===== config.mk =====
export PLATFORM = sky130hd
export DESIGN_NAME = pixel_plot_writer
export DESIGN_NICKNAME = d
export VERILOG_FILES = /design/src/rtl/pixel_plot_writer.sv
export SDC_FILE = /design/constraint.sdc
export NUM_CORES = 1
export LEC_CHECK = 0
export BUFFER_PORTS_ARGS = -buffer_cell sky130_fd_sc_hd__buf_4
export CORE_MARGIN = 4
export CORE_UTILIZATION = 45
export DETAILED_ROUTE_END_ITERATION = 7
export PLACE_DENSITY_LB_ADDON = 0.2
export SLEW_MARGIN = 0
export SYNTH_ARGS = -nofsm -noshare
export SYNTH_HDL_FRONTEND = slang
export SYNTH_SLANG_ARGS = --single-unit

===== constraint.sdc =====
create_clock -name clk -period 3.45 [get_ports clk]
set_input_delay 0.5175 -clock clk [delete_from_list [all_inputs] [get_ports clk]]
set_output_delay 0.5175 -clock clk [all_outputs]
set_load 0.02 [all_outputs]

===== src/rtl/pixel_plot_writer.sv =====
// ============================================================================
// pixel_plot_writer
//
// Final stage of the line-drawing engine. It takes one plot request at a
// time, clips it against the visible screen, turns (x, y) into a linear
// framebuffer address and issues a single req/ack write. A one-cycle
// vga_done pulse tells the line engine that the request has finished,
// whether it was written or clipped.
//
// Optional statistics counters are compiled in when PIXEL_PLOT_STATS_EN is
// defined. Without it, pix_written/pix_clipped read as 0, clear_stats is
// ignored and the port list stays the same.
//
// Ports:
//   clk          system clock, rising edge
//   rst          synchronous active-high reset
//   vga_plot     plot request level from the line engine
//   vga_x/vga_y  signed 32-bit pixel coordinates, sampled in IDLE
//   color        pixel colour, sampled together with the coordinates
//   vga_done     one-cycle pulse when the request is finished
//   fb_req       framebuffer write request
//   fb_addr      write address, stable while fb_req=1
//   fb_data      write data, stable while fb_req=1
//   fb_ack       framebuffer accepted the write (used only in WRITE)
//   busy         high in every state except IDLE
//   clear_stats  zeroes the statistics counters
//   pix_written  saturating count of pixels written
//   pix_clipped  saturating count of pixels clipped
// ============================================================================
module pixel_plot_writer #(
    parameter int SCREEN_W = 320,
    parameter int SCREEN_H = 240,
    parameter int ADDR_W   = 17,
    parameter int COLOR_W  = 8
) (
    input  logic               clk,
    input  logic               rst,
    input  logic               vga_plot,
    input  logic [31:0]        vga_x,
    input  logic [31:0]        vga_y,
    input  logic [COLOR_W-1:0] color,
    output logic               vga_done,
    output logic               fb_req,
    output logic [ADDR_W-1:0]  fb_addr,
    output logic [COLOR_W-1:0] fb_data,
    input  logic               fb_ack,
    output logic               busy,
    input  logic               clear_stats,
    output logic [15:0]        pix_written,
    output logic [15:0]        pix_clipped
);

    typedef enum logic [2:0] {
        S_IDLE,
        S_CALC,
        S_WRITE,
        S_DONE,
        S_WAIT_LOW
    } state_t;

    state_t              state_q;
    logic signed [31:0]  x_q;
    logic signed [31:0]  y_q;
    logic [COLOR_W-1:0]  color_q;
    logic                vga_done_q;
    logic                fb_req_q;
    logic [ADDR_W-1:0]   fb_addr_q;
    logic [COLOR_W-1:0]  fb_data_q;

    // Clip test on the latched coordinates. Signed compares mean a huge
    // positive value such as 32'h7FFFFFFF is clipped rather than wrapping.
    logic              clip_d;
    logic [ADDR_W-1:0] addr_d;

    assign clip_d = (x_q < 0) || (x_q >= SCREEN_W) ||
                    (y_q < 0) || (y_q >= SCREEN_H);

    // Only used when clip_d=0, so the 32-bit product never overflows and the
    // truncation to ADDR_W is lossless for in-bounds pixels.
    assign addr_d = ADDR_W'(y_q * SCREEN_W + x_q);

    // ------------------------------------------------------------------------
    // Control FSM with registered outputs
    // ------------------------------------------------------------------------
    // NOTE: sequential state is assigned with <= so every register samples the
    // pre-edge values; blocking assignments here would create ordering races.
    always_ff @(posedge clk) begin
        if (rst) begin
            state_q    <= S_IDLE;
            x_q        <= '0;
            y_q        <= '0;
            color_q    <= '0;
            vga_done_q <= 1'b0;
            fb_req_q   <= 1'b0;
            fb_addr_q  <= '0;
            fb_data_q  <= '0;
        end else begin
            vga_done_q <= 1'b0;
            case (state_q)
                S_IDLE: begin
                    if (vga_plot) begin
                        x_q     <= vga_x;
                        y_q     <= vga_y;
                        color_q <= color;
                        state_q <= S_CALC;
                    end
                end
                S_CALC: begin
                    if (clip_d) begin
                        vga_done_q <= 1'b1;
                        state_q    <= S_DONE;
                    end else begin
                        fb_addr_q <= addr_d;
                        fb_data_q <= color_q;
                        fb_req_q  <= 1'b1;
                        state_q   <= S_WRITE;
                    end
                end
                S_WRITE: begin
                    // No timeout: a stalled framebuffer holds us here.
                    if (fb_ack) begin
                        fb_req_q   <= 1'b0;
                        vga_done_q <= 1'b1;
                        state_q    <= S_DONE;
                    end
                end
                S_DONE: begin
                    state_q <= S_WAIT_LOW;
                end
                S_WAIT_LOW: begin
                    // The line engine keeps plot high across its own states;
                    // waiting for it to drop guarantees one write per request.
                    if (!vga_plot) begin
                        state_q <= S_IDLE;
                    end
                end
                default: begin
                    state_q  <= S_IDLE;
                    fb_req_q <= 1'b0;
                end
            endcase
        end
    end

    assign vga_done = vga_done_q;
    assign fb_req   = fb_req_q;
    assign fb_addr  = fb_addr_q;
    assign fb_data  = fb_data_q;
    assign busy     = (state_q != S_IDLE);

    // ------------------------------------------------------------------------
    // Optional statistics
    // ------------------------------------------------------------------------
`ifdef PIXEL_PLOT_STATS_EN
    logic [15:0] pix_written_q;
    logic [15:0] pix_clipped_q;
    logic        written_inc;
    logic        clipped_inc;

    assign written_inc = (state_q == S_WRITE) && fb_ack;
    assign clipped_inc = (state_q == S_CALC) && clip_d;

    // clear_stats is checked before the increments so it wins a collision.
    always_ff @(posedge clk) begin
        if (rst || clear_stats) begin
            pix_written_q <= '0;
            pix_clipped_q <= '0;
        end else begin
            if (written_inc && (pix_written_q != 16'hFFFF)) begin
                pix_written_q <= pix_written_q + 16'd1;
            end
            if (clipped_inc && (pix_clipped_q != 16'hFFFF)) begin
                pix_clipped_q <= pix_clipped_q + 16'd1;
            end
        end
    end

    assign pix_written = pix_written_q;
    assign pix_clipped = pix_clipped_q;
`else
    logic unused_clear_stats;

    assign unused_clear_stats = clear_stats;
    assign pix_written        = '0;
    assign pix_clipped        = '0;
`endif

endmodule

# Yosys cells after proc, flatten, opt, wreduce, memory -nomap -nowiden
# Index checks and enable logic that the tools add are counted.
dict set report op_classes {
  bitwise 2
  reduce_logical 10
  muxes 11
  n_mul 1
  eq_ne 8
  add_sub_neg 1
  n_lt_le_gt_ge 4
}
# op count
set ops {}
lappend ops {{< comparator 32 x 1 -> 1 bit, second input constant} 2}
lappend ops {{>= comparator 32 x 10 -> 1 bit, second input constant} 1}
lappend ops {{>= comparator 32 x 9 -> 1 bit, second input constant} 1}
lappend ops {{multiplier 32 x 4 -> 11 bit, second input constant} 1}
lappend ops {{adder 17 bit} 1}
lappend ops {{case mux 3 bit (5 select lines)} 1}
lappend ops {{two-way mux 3 bit} 3}
lappend ops {{inequality test 2 bit, second input constant} 4}
lappend ops {{== test 3 x 2 -> 1 bit, second input constant} 2}
lappend ops {{AND reduction 3 bit} 2}
lappend ops {{two-way mux 1 bit} 5}
lappend ops {{AND reduction 2 bit} 2}
lappend ops {{== test 3 x 1 -> 1 bit, second input constant} 1}
lappend ops {{== test 3 bit, second input constant} 1}
lappend ops {{logical NOT 3 bit} 1}
lappend ops {{logical OR 1 bit} 3}
lappend ops {{case mux 1 bit (3 select lines)} 1}
lappend ops {{nonzero test 3 bit} 1}
lappend ops {{OR reduction 3 bit} 1}
lappend ops {{inverter 1 bit} 2}
lappend ops {{case mux 1 bit (2 select lines)} 1}
dict set report word_totals {
  ff_bits 102
}

# Longest topological paths before layout
# Gate-level depths: netlist of the first run.
dict set report depth {
  ltp_word 6
  ltp_mapped 16
  mapped_depth_nobuf 16
}

# Least setup slack after synthesis of the first run
# Ideal clock, no wire load.
dict set report synth_path {
  path_type {reg-to-reg}
  startpoint {reg y_q[1]}
  endpoint {reg fb_addr_q[16], in the netlist fb_addr[16]}
  synth_period_minus_slack_ns 3.007
  path_stages_with_launch 17
  required_time_ns 3.347
  path_slack_ns 0.443
  arrival_time_ns 2.904
  cell_sequence {dfxtp_1 ha_1 ha_1 inv_1 fa_1 nor2b_1 o21ai_0 a21oi_1 o21a_1 nor2_1 xnor2_1 ha_1 o21ai_0 a21oi_1 nand3_1 and4b_1 a2111oi_2}
}
dict set report synth_between {
  elab_chain_len 5
  elab_cells_between_ends 8
}
# element line_no
set synth_rtl {}
lappend synth_rtl {{start, declared} 63} ;# logic signed [31:0] y_q;
lappend synth_rtl {{start signal, assigned} 103} ;# y_q <= vga_y;
lappend synth_rtl {{branches (longest 5 deep; another with multiplier 32 x 4 -> 11 bit)} n/a}
lappend synth_rtl {{end signal, assigned} 113} ;# fb_addr_q <= addr_d;
lappend synth_rtl {{end, declared} 67} ;# logic [ADDR_W-1:0] fb_addr_q;
# Several ways; the timed one is not identified.
# A chain may end at the register's enable or synchronous reset.

# Worst setup path after layout of the first run
dict set report layout_path {
  startpoint {reg y_q[2]}
  endpoint {reg fb_addr_q[16], in the netlist fb_addr[16]}
}
# The elaborated chain is that of the path after synthesis.

==> results.toml, run 1 <==
[final_layout]
drive_gt1_share_pct = 19.4
antenna_cells = 0
ff_latch_area_um2 = 2040
fill_cells = 988
area_growth_pct = 19.8
layout.nets = 780
multi_input_area_um2 = 2470

[placement]
post-dp-hpwl_mm = 7.94
port_buffers = 103
gp_congestion = 0.821
place_ws_ps = 180

[clock_tree]
clkSinkCount = 102
clkLatencyLatePin_ps = 360
root_buffer = "clkbuf_8"
cts_tree = "built"
numCtsBuffers = 9
cts.htree.levels = 3
clk_path_buf_depth = 2
postCtsHoldBufs = 0
cts.clk_slew.worst_paths_ps = 100

[pwr]
p_seq_share_pct = 47.4
p_leak_nw = 2.64
power_switching_mw = 0.928
swShare_pct = 32.3
powerDensity_nw_per_um2 = 498
vdd_ir_drop_max_uv = 351
power_frac_comb_pct = 25.0
pwr-share-clk_pct = 27.6
internal_power_mw = 1.94

[floorplan]
start_util_pct = 46.4
placementRows = 37
io_pins = 137
core-area_um2 = 10400
fp.dieArea_um2 = 12400
die_h_um = 111
die_w_um = 111

[drt]
via_per_inst = 4.92
first_pass_iters = 5
ant_nets = 0
drtIter0Drc = 130
routed_wl_mm = 10.7
remaining_drc_errors = 0
wl_per_cell_um = 13.1
vias = 4021

[worst_setup_path]
max_stage_delay_ps = 360
path_buf_inv = 0
worst-r2r-setup-slack_ps = 240
path_cells = "ha_1 > ha_1 > a21oi_1 > nor2b_1 > o31ai_1 > nor2b_1 > xnor2_1 > ha_1 > o21ai_0 > a21oi_1 > a21o_1 > and4b_1 > a2111oi_2"
startpoint_type = "flip-flop"
cpMostUsedCell = "ha_1"
rr_worst_depth = 13
worstReg2RegEnd = "fb_addr[16]"
critPathKind = "flip-flop to flip-flop"
end_kind = "flip-flop"
path_max_fanout = 4
timing.rr.start = "y_q[2]"
worstPathRequired_ps = 3710
path_delay_family = "compound AO/OA/AOI/OAI gates"
arrival_ps = 3470
cp_slowest_cell = "dfxtp_1"
startpoint = "y_q[2]"

[logic_synthesis]
yosysTopAreaCell = "dfxtp_1"
ys_async_sr_fraction_pct = 0
synth_seq_cells = 102
synth_flop_cell = "dfxtp_1"
synth_commonest_cells = "151 x nand2_1, 102 x dfxtp_1, 84 x a21oi_1"
synth_area_um2 = 4810
avgSynthCellArea_um2 = 8.17
yosys.cell_types.count = 46
yosysMostFrequentCell = "nand2_1"
postSynthCellCount = 589
synth_top_cell_area_share_pct = 42.4
synth_edf_count = 0
yosys_warnings = 0
synth.area.top_cells = "dfxtp_1 42%, nand2_1 12%, a21oi_1 8.7%"
synth_seq_area_share_pct = 42.4

[timing]
rsz0062_at_grt = "false"
fin_setup_tns_ps = 0
setup_ws_ps = 242
setup_viol = 0
fmax_ghz = 0.312
hold_viol = 0
slew_violations = 0
skew_ps = 10.2
slew_headroom_pct = 48.3
finalCritPeriodShare_pct = 93.0
worstMarginPinSlew_ps = 775
min_period_ps = 3210

[grt]
grt_pass1_wl_mm = 17.5
grt_max_degree = 77
antenna_found_initial = 0
grt_pass1_vias = 3896
gr-usage-all-layers_pct = 16.9
grt.overflow.total = 0

[min_path]
hp-class = "input port to flip-flop"
hold_start = "vga_x[28]"
hold_depth = 3
hold_end = "x_q[28]"

[run]
drv_cap = 0

[status]
status = "completed"
-- kinds of logic after synthesis --
| kind of cell | share of synthesized area, % |
|---|---|
| fa+ha+maj | 7.33 |
| other cells | 0.0779 |
| buf+inv | 8.92 |
| xor+xnor | 2.73 |
| flops | 42.4 |
| mux | 4.78 |
| simple gates | 20.9 |
| compound gates | 12.9 |
-- stage by stage --
step | cell area, um^2 | util, % | power, mW | cells | hold slack (ps)
2_1_floorplan | 4930 | - | 1.93 | 620 | 436
3_3_place_gp | 5550 | 53.5 | 2.09 | 801 | 441
3_5_place_dp | 5550 | 53.5 | 2.11 | 801 | 446
4_1_cts | 5760 | 55.6 | 2.90 | 817 | 377
5_1_grt | 5760 | 55.6 | 3.05 | 817 | 369
6_report | 5760 | 55.6 | 2.87 | 817 | 395
-- layer usage --
layer | wire, um | vias up | share of wire [%] | GRT usage [%]
met4 | 158 | 0 | 1.5 | 5.03
met5 | 0 | - | 0 | 0
met1 | 4600 | 1837 | 43 | 20.1
met3 | 504 | 15 | 4.7 | 3.91
met2 | 5450 | 87 | 51 | 30.2
li1 | - | 2082 | - | -
-- power by group through the flow --
stage / registers [mW] / clock network, mW / logic (mW)
final: 1.36 / 0.793 / 0.718
after global routing: 1.38 / 0.860 / 0.816
after CTS: 1.36 / 0.811 / 0.726
after detailed placement: 1.39 / 0 / 0.720
after global placement: 1.38 / 0 / 0.707
after floorplan: 1.36 / 0 / 0.568
-- layout by cell type, fill, tap and decap left out, drive strengths merged, types with 2 or more instances in the layout --
cell type | synthesis | final
a211oi | 2 | 2
nand4 | 5 | 5
ha | 25 | 25
nor4b | 2 | 2
conb | 1 | 32
dfxtp | 102 | 102
nand3 | 3 | 3
nand3b | 2 | 2
nor2 | 36 | 36
o31ai | 2 | 2
inv | 14 | 16
a21o | 3 | 3
o21ai | 8 | 8
a31oi | 2 | 2
nor3 | 8 | 8
nor2b | 5 | 5
o21bai | 2 | 2
mux2i | 23 | 23
a21oi | 84 | 84
clkbuf | 29 | 10
nand2 | 151 | 151
clkinv | 0 | 3
buf | 35 | 109
xnor2 | 14 | 14
nor4 | 13 | 13
o21a | 2 | 2
fa | 2 | 2
-- worst max path at each step --
stage,end,slack [ps],cells after the start
after detailed placement,fb_addr[16],180,16
after global placement,fb_addr[16],280,16
after CTS,fb_addr[16],150,16
final,fb_addr[16],240,13
after global routing,fb_addr[16],7,16
after floorplan,fb_addr[16],440,16
-- sequential cells by signal, indices dropped and copies added (netlist names) --
name	count
color_q	8
fb_addr	17
fb_data	8
fb_req	1
state_q	3
vga_done	1
x_q	32
y_q	32
-- repair_timing --
item | CTS | global route
setup endpoints to repair | 0 | 1
gates resized for setup | 0 | 2
setup buffers | 0 | 0
-- worst register-to-register path: stages (launching register included) --
cell	delay (ps)
dfxtp_1	360
ha_1	330
ha_1	300
a21oi_1	170
nor2b_1	80
o31ai_1	270
nor2b_1	200
xnor2_1	130
ha_1	300
o21ai_0	200
a21oi_1	110
a21o_1	200
and4b_1	190
a2111oi_2	250
-- layout make-up --
cell class | count | area share [%]
clock buffer | 10 | 2.39
clock inverter | 6 | 1.32
inverter | 14 | 0.912
multi-input combinational | 440 | 42.8
sequential | 102 | 35.4
tap | 136 | 2.95
timing repair buffer | 109 | 14.2
(Power assumes the default switching activity.)
==> inputs of run 2 (changes only) <==
- CELL_PAD_IN_SITES_DETAIL_PLACEMENT: unset -> 0
- CELL_PAD_IN_SITES_GLOBAL_PLACEMENT: unset -> 1
- CORE_UTILIZATION: 45 -> 38
==> results.toml, run 2 (synthesis gave the netlist of run 1 again) <==
[pwr]
powerDensity_nw_per_um2 = 534
vdd_ir_drop_max_uv = 335
design_power_total_mw = 3.16
p_leak_nw = 2.68

[clock_tree]
numCtsBuffers = 9
clkLatencyLatePin_ps = 350
cts_tree = "built"
cts.clk_slew.worst_paths_ps = 70
clkSinkCount = 102
root_buffer = "clkbuf_16"
cts.htree.levels = 3
clk_path_buf_depth = 2

[worst_setup_path]
end_kind = "flip-flop"
cpMostUsedCell = "ha_1"
cp_slowest_cell = "dfxtp_1"
path_cells = "ha_1 > ha_1 > a21oi_1 > nor2b_1 > o31ai_1 > nor2b_1 > xnor2_1 > ha_1 > o21ai_0 > a21oi_1 > a21o_1 > and4b_1 > a2111oi_2"
rr_worst_depth = 13
critPathKind = "flip-flop to flip-flop"
worstPathRequired_ps = 3690
path_max_fanout = 4
max_stage_delay_ps = 340
arrival_ps = 3380
worstReg2RegEnd = "fb_addr[16]"
startpoint = "y_q[2]"
startpoint_type = "flip-flop"
worst-r2r-setup-slack_ps = 310
timing.rr.start = "y_q[2]"

[grt]
grt.overflow.total = 0
use_met2_pct = 26.4
grt_pass1_wl_mm = 18.1
busiest_layer = "met2"
gr-usage-all-layers_pct = 15.4
antenna_found_initial = 0
gr-usage-met1_pct = 18.9
use_met3_pct = 4.44
grt_pass1_vias = 3861
grt_max_degree = 80

[drt]
via_per_inst = 4.74
vias = 4028
first_pass_iters = 4
ant_nets = 0
routed_wl_mm = 11.2
drtIter0Drc = 188
remaining_drc_errors = 0
wl_per_cell_um = 13.1

[timing]
worstMarginPinSlew_ps = 835
min_period_ps = 3140
slew_violations = 0
slew_headroom_pct = 44.3
fmax_ghz = 0.319
hold_ws_ps = 412
hold_viol = 0
skew_ps = 7.05
rsz0062_at_grt = "false"
setup_viol = 0
finalCritPeriodShare_pct = 91.0
setup_ws_ps = 312
fin_setup_tns_ps = 0

[floorplan]
die_h_um = 121
placementRows = 40
core-area_um2 = 12200
die_w_um = 121
start_util_pct = 39.4
fp.dieArea_um2 = 14500
io_pins = 137

[final_layout]
layout.nets = 781
antenna_cells = 0
final_cell_mix = "151 x nand2_1, 110 x buf_4, 102 x dfxtp_1, 83 x a21oi_1, 36 x nor2_1"
layoutNonFillerInstCount = 850
final_util_pct = 48.4
fill_cells = 1247
layout_commonest_cell = "nand2_1"
final_cell_area_um2 = 5920
area_growth_pct = 22.9
drive_gt1_share_pct = 19.5

[run]
drv_cap = 0

[min_path]
hp-class = "input port to flip-flop"
hold_end = "y_q[21]"
hold_start = "vga_y[21]"
hold_depth = 3

[placement]
post-dp-hpwl_mm = 8.16
postPlaceCellArea_um2 = 5590
place_ws_ps = 194
port_buffers = 103
dp_cells = 833
gp_congestion = 0.769

[status]
status = "completed"
[run 2: changes by cell type in the layout (fill, tap and decap cells not counted), sizes merged]
cell / change
inv: +1
clkinvlp: +2
clkinv: -3
buf: +1
[run 2: routing by layer]
metal,wire length (um),share of wire [%]
met3,629,5.6
met2,5540,50
met1,4840,43
met5,0,0
met4,133,1.2
[run 2: area by class of cell]
type                            instances  area [um^2]  share of cell area (%)
Tap cell                              168          210                    3.55
Clock inverter                          6         76.3                    1.29
Timing Repair Buffer                  110          826                    14.0
Sequential cell                       102         2040                    34.5
Clock buffer                           10          239                    4.04
Multi-Input combinational cell        440         2470                    41.8
Inverter                               14         52.6                   0.888
[run 2: power by group]
group	switching, mW	total, mW	internal (mW)
registers	0.0779	1.36	1.28
logic	0.431	0.732	0.300
clock network	0.471	1.07	0.595
total	0.980	3.16	2.18
[run 2: worst max-delay path by stage]
stage,slack [ps],cells after the start,end
finish,310,13,fb_addr[16]
global route,20,16,fb_addr[16]
CTS,150,16,fb_addr[16]
detailed placement,190,16,fb_addr[16]
global placement,260,16,fb_addr[16]
floorplan,440,16,fb_addr[16]
[run 2: worst max-delay path, delay by kind of cell, from the launching register on]
family                     cells  cell delay (ps)
AOI/OAI and AO/OA              6             1170
adders and majority gates      3              930
and+or+nand+nor                3              460
DFF                            1              340
xor gates and xnor gates       1              130
[run 2: repair_timing]
item,in CTS,in global routing
buffers inserted,0,1
setup endpoints to repair,0,1
hold endpoints to repair,0,0
gates resized for setup,0,3
hold buffers,0,0
==> inputs of run 3 (changes only) <==
- CELL_PAD_IN_SITES_DETAIL_PLACEMENT: 0 -> 1
==> results.toml, run 3 (synthesis gave the netlist of run 1 again) <==
[status]
status = "completed"

[pwr]
p_leak_nw = 2.69
vdd_ir_drop_max_uv = 293
powerDensity_nw_per_um2 = 539
design_power_total_mw = 3.19

[drt]
remaining_drc_errors = 0
wl_per_cell_um = 14.8
vias = 4144
drtIter0Drc = 141
via_per_inst = 4.88
first_pass_iters = 4
routed_wl_mm = 12.6
ant_nets = 0

[timing]
setup_viol = 0
hold_viol = 0
worstMarginPinSlew_ps = 841
finalCritPeriodShare_pct = 93.0
slew_violations = 0
slew_headroom_pct = 44.0
fin_setup_tns_ps = 0
rsz0062_at_grt = "false"
min_period_ps = 3210
fmax_ghz = 0.312
skew_ps = 10.2

[grt]
grt_pass1_vias = 4289
grt_pass1_wl_mm = 20.6
grt_max_degree = 80
grt.overflow.total = 0
gr-usage-all-layers_pct = 17.7
antenna_found_initial = 0

[worst_setup_path]
path_max_fanout = 4
startpoint_type = "flip-flop"
end_kind = "flip-flop"
critPathKind = "flip-flop to flip-flop"
cpMostUsedCell = "ha_1"
arrival_ps = 3450
cp_slowest_cell = "fa_2"
worstPathRequired_ps = 3700
path_cells = "ha_1 > ha_1 > inv_1 > fa_2 > nor2b_1 > o21ai_1 > a21oi_2 > o21a_1 > nor2_1 > xnor2_1 > ha_1 > nor3_1 > nand4_1 > a21o_1 > and4b_1 > a2111oi_2"
max_stage_delay_ps = 350

[placement]
post-dp-hpwl_mm = 9.34
port_buffers = 103
gp_congestion = 0.769

[min_path]
hp-class = "input port to flip-flop"

[floorplan]
placementRows = 40
core-area_um2 = 12200
start_util_pct = 39.4
die_w_um = 121
io_pins = 137
fp.dieArea_um2 = 14500
die_h_um = 121

[clock_tree]
root_buffer = "clkbuf_16"
cts_tree = "built"
cts.clk_slew.worst_paths_ps = 70
clk_path_buf_depth = 2
numCtsBuffers = 9
clkLatencyLatePin_ps = 360
cts.htree.levels = 3
clkSinkCount = 102

[final_layout]
layout.nets = 781
drive_gt1_share_pct = 19.6
area_growth_pct = 23.1
final_util_pct = 48.5
fill_cells = 1504
final_cell_mix = "151 x nand2_1, 110 x buf_4, 102 x dfxtp_1, 83 x a21oi_1, 36 x nor2_1"
antenna_cells = 0
layout_commonest_cell = "nand2_1"

[run]
drv_cap = 0
-- run 3: report_power, final --
group	internal, mW	switching (mW)	total [mW]
registers	1.28	0.0820	1.36
logic	0.304	0.449	0.753
clock network	0.610	0.465	1.07
-- run 3: final timing paths --
path	startpoint	end	slack, ps	cells after the start
worst max-delay path	y_q[1]	fb_addr[16]	240	16
worst min-delay path	vga_x[22]	x_q[22]	400	3
worst max register to register	y_q[1]	fb_addr[16]	240	16
worst min register to register	fb_addr[12]	fb_addr[12]	450	2
-- run 3: repair_timing --
| action | CTS | global route |
|---|---|---|
| hold buffers | 0 | 0 |
| endpoints found under the setup margin | 0 | 1 |
| resized for setup | 0 | 4 |
| setup buffers | 0 | 1 |
-- run 3: area by class of cell --
type	count	area, um^2	share of cell area (%)
clock buffers	11	253	4.27
clock inverters	5	63.8	1.08
inverters	14	52.6	0.887
multi-input cells	440	2480	41.8
flip-flops and latches	102	2040	34.5
well taps	168	210	3.55
repair buffers	110	826	13.9
-- run 3: metal layers --
metal | up-vias | wire length (um) | track usage (%)
met5 | - | 0 | 0
met4 | 0 | 160 | 5.45
met3 | 11 | 599 | 4.91
met2 | 72 | 6670 | 32.2
met1 | 1974 | 5150 | 19.9
li1 | 2087 | - | -
-- run 3: through the flow --
step	worst slack, ps	hold slack [ps]	std cells	cell area [um^2]
floorplan	443	436	620	4930
global placement	265	442	833	5590
detailed placement	145	447	833	5590
CTS	129	394	849	5900
global route	10.1	399	850	5920
finish	241	405	850	5920
-- run 3: critical path: cells and delay by family (launching register included) --
family	cells	cell delay (ps)
AO/OA/AOI/OAI	5	840
AND/OR/NAND/NOR	5	680
flip-flops	1	340
adder cells (fa/ha/maj)	4	1030
XOR/XNOR	1	130
buffers and inverters	1	60
